`src/rtl/seq_restoring_div.sv`:
```
// Iterative unsigned restoring divider: one quotient bit per cycle from a trial
// subtraction of the divisor from the shifted partial remainder.
module seq_restoring_div #(
  parameter int WIDTH = 4
) (
  input  logic             clk,
  input  logic             rst,
  input  logic             start,
  input  logic [WIDTH-1:0] dividend,
  input  logic [WIDTH-1:0] divisor,
  output logic             busy,
  output logic             done,
  output logic [WIDTH-1:0] quotient,
  output logic [WIDTH-1:0] remainder,
  output logic             div_by_zero
);

  localparam int CW = $clog2(WIDTH + 1);

  localparam logic [1:0] IDLE = 2'd0;
  localparam logic [1:0] CALC = 2'd1;
  localparam logic [1:0] DONE = 2'd2;

  logic [1:0]       state;
  logic [CW-1:0]    count;
  logic [WIDTH-1:0] q_reg;
  logic [WIDTH-1:0] div_reg;
  logic [WIDTH:0]   r_reg;

  logic [WIDTH+1:0] r_shift;
  logic [WIDTH+1:0] trial;
  logic             borrow;
  logic [WIDTH:0]   r_next;
  logic [WIDTH-1:0] q_next;

  // The partial remainder never reaches the divisor, so its top bit stays zero and
  // the borrow out of the widened subtraction decides the quotient bit.
  always_comb begin
    r_shift = {r_reg, q_reg[WIDTH-1]};
    trial   = r_shift - {2'b00, div_reg};
    borrow  = trial[WIDTH+1];
    r_next  = borrow ? r_shift[WIDTH:0] : trial[WIDTH:0];
    q_next  = {q_reg[WIDTH-2:0], ~borrow};
  end

  always_ff @(posedge clk) begin
    if (rst) begin
      state       <= IDLE;
      count       <= '0;
      q_reg       <= '0;
      r_reg       <= '0;
      div_reg     <= '0;
      quotient    <= '0;
      remainder   <= '0;
      div_by_zero <= 1'b0;
    end else begin
      case (state)
        IDLE: begin
          if (start) begin
            div_reg     <= divisor;
            q_reg       <= dividend;
            r_reg       <= '0;
            count       <= CW'(WIDTH);
            div_by_zero <= 1'b0;
            if (divisor == '0) begin
              // Divide by zero skips the iterations and reports saturated results.
              quotient    <= '1;
              remainder   <= dividend;
              div_by_zero <= 1'b1;
              state       <= DONE;
            end else begin
              state <= CALC;
            end
          end
        end
        CALC: begin
          q_reg <= q_next;
          r_reg <= r_next;
          count <= count - CW'(1);
          if (count == CW'(1)) begin
            quotient  <= q_next;
            remainder <= r_next[WIDTH-1:0];
            state     <= DONE;
          end
        end
        DONE: begin
          state <= IDLE;
        end
        default: begin
          state <= IDLE;
        end
      endcase
    end
  end

  assign busy = (state == CALC);
  assign done = (state == DONE);

endmodule

```
`config.mk`:
```
export PLATFORM = sky130hd
export DESIGN_NAME = seq_restoring_div
export DESIGN_NICKNAME = d
export VERILOG_FILES = /design/src/rtl/seq_restoring_div.sv
export SDC_FILE = /design/constraint.sdc
export NUM_CORES = 1
export LEC_CHECK = 0
export CAP_MARGIN = 20
export CELL_PAD_IN_SITES_DETAIL_PLACEMENT = 1
export CELL_PAD_IN_SITES_GLOBAL_PLACEMENT = 2
export CORE_ASPECT_RATIO = 0.75
export CORE_UTILIZATION = 32
export CTS_CLUSTER_SIZE = 8
export DETAILED_ROUTE_END_ITERATION = 6
export PLACE_DENSITY = 0.74
export RECOVER_POWER = 25
export SLEW_MARGIN = 20
export SYNTH_ARGS = -nofsm -noshare
export SYNTH_HDL_FRONTEND = slang
export SYNTH_SLANG_ARGS = --single-unit
```
`constraint.sdc`:
```
create_clock -name clk -period 2.6 [get_ports clk]
set_clock_uncertainty 0.1 [all_clocks]
set_input_delay 0.52 -clock clk [delete_from_list [all_inputs] [get_ports clk]]
set_output_delay 0.52 -clock clk [all_outputs]
set_load 0.005 [all_outputs]
```
### Word level (Yosys, flattened, before mapping)

Index checks and enable logic that the tools add are counted.

| storage, ports and cells | value |
|---|---|
| register bits | 27 |
| logic and storage cells | 44 |
| bits of input ports | 11 |
| output and inout port bits | 11 |

| cells by class | value |
|---|---|
| add/subtract/negate cells | 2 |
| mux-type cells | 20 |
| bitwise gates (word level) | 1 |
| reductions and logical operators | 7 |
| equality and inequality tests | 6 |

Operator list:

| cell | count |
|---|---|
| 4-bit two-way mux | 7 |
| 4-bit case mux with 2 select lines | 3 |
| 5-bit two-way mux | 2 |
| 5-bit case mux with 2 select lines | 1 |
| 2-bit two-way mux | 3 |
| 3-bit case mux with 2 select lines | 1 |
| 2-bit AND reduction | 3 |
| 6-bit by 4-bit subtractor with 6-bit output | 1 |
| 4-bit logical NOT | 1 |
| 2-bit != test (second input constant) | 2 |
| 2-bit case mux with 2 select lines | 1 |
| 4-bit AND reduction | 1 |
| 3-bit by 1-bit == test with 1-bit output (second input constant) | 1 |
| 3-bit two-way mux | 1 |
| 3-bit by 1-bit subtractor with 3-bit output (second input constant) | 1 |
| 2-bit by 1-bit == test with 1-bit output (second input constant) | 1 |
| 2-bit == test (second input constant) | 1 |
| 2-bit logical NOT | 1 |
| 2-bit by 1-bit != test with 1-bit output (second input constant) | 1 |
| 2-bit nonzero test | 1 |
| 1-bit two-way mux | 1 |
| 1-bit NOT | 1 |

### Depth between registers and ports, before layout

| logic depth | value |
|---|---|
| depth after elaboration | 4 |
| depth in mapped cells | 9 |

### Worst setup path after synthesis

OpenSTA, ideal clock, no wires.

| path | value |
|---|---|
| kind | reg2reg |
| start point | reg div_reg[1] |
| end point | reg q_reg[0] |
| data required time | 2.412 ns |
| setup slack | 0.664 ns |
| arrival | 1.747 ns |
| library setup time | 0.088 ns |
| cell stages (with the launch flop) | 8 |
| buffers on the path | 0 |
| cells stage by stage | dfxtp_1 -> inv_1 -> ha_1 -> nor2b_4 -> o2111a_2 -> a211o_4 -> and2_4 -> a311oi_2 |

| on the way | value |
|---|---|
| word-level cells in the longest chain between the ends | 3 |

Ends and longest elaborated chain:

| element | RTL line | RTL |
|---|---|---|
| from (decl) | 27 | `logic [WIDTH-1:0] div_reg;` |
| from (signal assigned) | 60 | `div_reg <= divisor;` |
| 6-bit by 4-bit subtractor with 6-bit output | 40 | `trial = r_shift - {2'b00, div_reg};` |
| 1-bit NOT | 43 | `q_next = {q_reg[WIDTH-2:0], ~borrow};` |
| 4-bit case mux with 2 select lines | 57 | `case (state)` |
| to (signal assigned) | 61 | `q_reg <= dividend;` |
| to (signal assigned) | 77 | `q_reg <= q_next;` |
| to (decl) | 26 | `logic [WIDTH-1:0] q_reg;` |

No other way between the ends.
A chain may end at the register's enable or synchronous reset.

### Worst setup path in the final report

| path | value |
|---|---|
| start point | in divisor[0] |
| end point | reg remainder[1] |

| on the way | value |
|---|---|
| word-level cells in the longest chain between the ends | 3 |

Ends and longest elaborated chain:

| element | RTL line | RTL |
|---|---|---|
| from (decl) | 10 | `input logic [WIDTH-1:0] divisor,` |
| 4-bit logical NOT | 65 | `if (divisor == '0) begin` |
| 2-bit != test (no source line) | - |  |
| 4-bit AND reduction (no source line) | - |  |
| to (signal assigned) | 68 | `remainder <= dividend;` |
| to (signal assigned) | 82 | `remainder <= r_next[WIDTH-1:0];` |
| to (decl) | 14 | `output logic [WIDTH-1:0] remainder,` |

No other way between the ends.

==> out/metrics.yaml <==
status:
  outcome: "complete, no violations"
setup_path:
  worst_setup_path_end_kind: "register"
  criticalPathCategory: "in2reg"
  start_kind: "input port"
  required_ns: 2.68
  cp_data_arrival_time_ns: 2.33
  crit_fanout: 8
  max_stage_delay_ns: 0.42
  rrSetupSlack_ns: 0.45
  path_common_cell: "nor2_1"
  cp_cell_sequence: "clkdlybuf4s50_1, nor4_1, nor2_1, nor3_4, buf_4, nor2_1, a311oi_1"
  crit_path_top_delay_cell: "clkdlybuf4s50_1"
flow_run:
  maxCapViolations: 0
cells_and_area:
  largest_reg_flops: 5
  n_antenna_cell: 0
  fin_util: 0.418
  area_delta_synth_final_pct: 22.7
  finalNetCount: 202
  drive_gt1_frac: 0.126
yosys:
  syn_area_per_cell_um2: 8.78
  synthDistinctLibCells: 42
  synth_seq_cells: 27
  synth_area_um2: 1410
  synth-async-reset-ratio: 0
  yosysMostFrequentCell: "dfxtp_1"
  synth_commonest_cells: "dfxtp_1 (27), nor2_1 (24), nand2_1 (23)"
  synthFlopType: "dfxtp_1"
  synth.net_count: 179
  yosys.area.top_type: "dfxtp_1"
  yosysWarnings: 0
  synth_edf_count: 0
  ys_seq_area_frac: 0.382
  synth_area_leaders: "dfxtp_1 (38%), nor2_1 (6.4%), nand2_1 (6.1%)"
  synth.top_cell.area_share: 0.382
  syn_inst: 161
detailed_routing:
  avgViaCountPerCell: 5.09
  wire_per_inst_um: 15.3
  drt_wl_total_um: 3650
  vias: 1212
  drc: 0
  drtAntennaViolNets: 0
  first_iter_violations: 37
  first_pass_iters: 3
global_route:
  grt_pass1_vias: 1234
  grt_overflow: 0
  track_usage: 0.174
  antenna_found_initial: 0
  grt_pass1_wl_um: 6140
  grt_max_degree: 19
clock_tree:
  clk_path_buf_depth: 2
  insertion_delay_ns: 0.27
  cts_buffers: 3
  cts_hold_buf: 0
  cts-resized-gates: 0
  cts_tree: "yes"
  clk_pin_slew_ns: 0.09
  cts_sinks: 27
  h-tree-depth: 1
  cts_setup_buffers: 0
  root_buffer: "clkbuf_8"
die:
  core.rowCount: 20
  die_w_um: 78.8
  dieArea_um2: 4690
  die_y_um: 59.6
  io_pins: 22
  initial_core_util: 0.340
  coreArea_um2: 4150
power_and_ir_drop:
  fin_total_pwr_uw: 1050
  p_per_area_nw_per_um2: 606
  vdd_drop_max_mv: 0.215
  leakage_uw: 0.000662
place:
  portBuffers: 21
  dp_slack_ns: 0.0539
  hpwlAfterDp_um: 2830
  gp_congestion: 0.811
timing:
  setup_violations: 0
  worst_pin_slew_ns: 0.545
  finalHoldViolCount: 0
  maxSlewHeadroom: 0.634
  rsz0062_at_grt: "no"
  post-route-period-util: 0.864
  fin_ws_ns: 0.354
  finalSetupTns_ns: 0
  max_freq_mhz: 445
  whs_ns: 0.361
  period_needed_ns: 2.25
  slew_violations: 0
hold_path:
  hold_path_class: "reg2reg"
==> layer usage <==
metal	vias to the layer above	wire length, um	track usage	part of all wire
met1	577	1910	0.241	0.52
met3	2	75	0.0369	0.021
met4	0	18	0.0397	0.0049
met5	-	0	0	0
li1	622	-	-	-
met2	11	1650	0.277	0.45
==> layout make-up <==
type | count | area [um2]
flip-flops and latches | 27 | 541
well taps | 55 | 68.8
clock buffers | 4 | 45.0
inverters | 10 | 38.8
multi-input cells | 117 | 802
repair buffers | 25 | 240
fillers | 521 | 2420
==> cells by family after synthesis <==
logic type	Yosys count	share of synthesized area
AO/OA/AOI/OAI	41	0.256
XOR/XNOR	2	0.0124
adder cells (fa/ha/maj)	7	0.0673
buffers and inverters	17	0.0504
flip-flops	27	0.382
multiplexers	1	0.00708
AND/OR/NAND/NOR	66	0.225
==> where the power goes <==
part | internal [uW] | switching [uW] | total [uW]
logic | 150 | 177 | 328
clock network | 110 | 129 | 239
registers | 454 | 30.6 | 485
total | 714 | 337 | 1050
==> worst paths after layout <==
path              startpoint      endpoint  cells after the start
setup / recovery  divisor[0]  remainder[1]                      7
hold / removal    div_reg[1]    div_reg[1]                      2
setup reg to reg  div_reg[1]  remainder[2]                      7
hold reg to reg   div_reg[1]    div_reg[1]                      2
==> cells in the final DEF (no fill, tap or decap), drive strengths merged, types with 4 or more instances in the layout <==
| cell type | instances |
|---|---|
| clkbuf | 4 |
| a211oi | 9 |
| clkdlybuf4s50 | 13 |
| inv | 9 |
| a21oi | 8 |
| ha | 6 |
| dfxtp | 27 |
| buf | 4 |
| a311oi | 9 |
| nor2 | 24 |
| nand3 | 4 |
| nand2 | 23 |
| nor2b | 4 |
| dlygate4sd3 | 8 |
==> worst max-delay path, delay by kind of cell <==
kind / cells / cell delay (ns)
and+or+nand+nor: 4 / 0.93
buffers and inverters: 2 / 0.63
AOI/OAI and AO/OA: 1 / 0.24
==> per-stage QoR <==
stage               area, um2  cells
floorplan                1410    161
global placement         1690    234
detailed placement       1690    234
CTS                      1740    238
global route             1740    238
finish                   1740    238
Note: power is estimated with default switching activity, not from simulation.
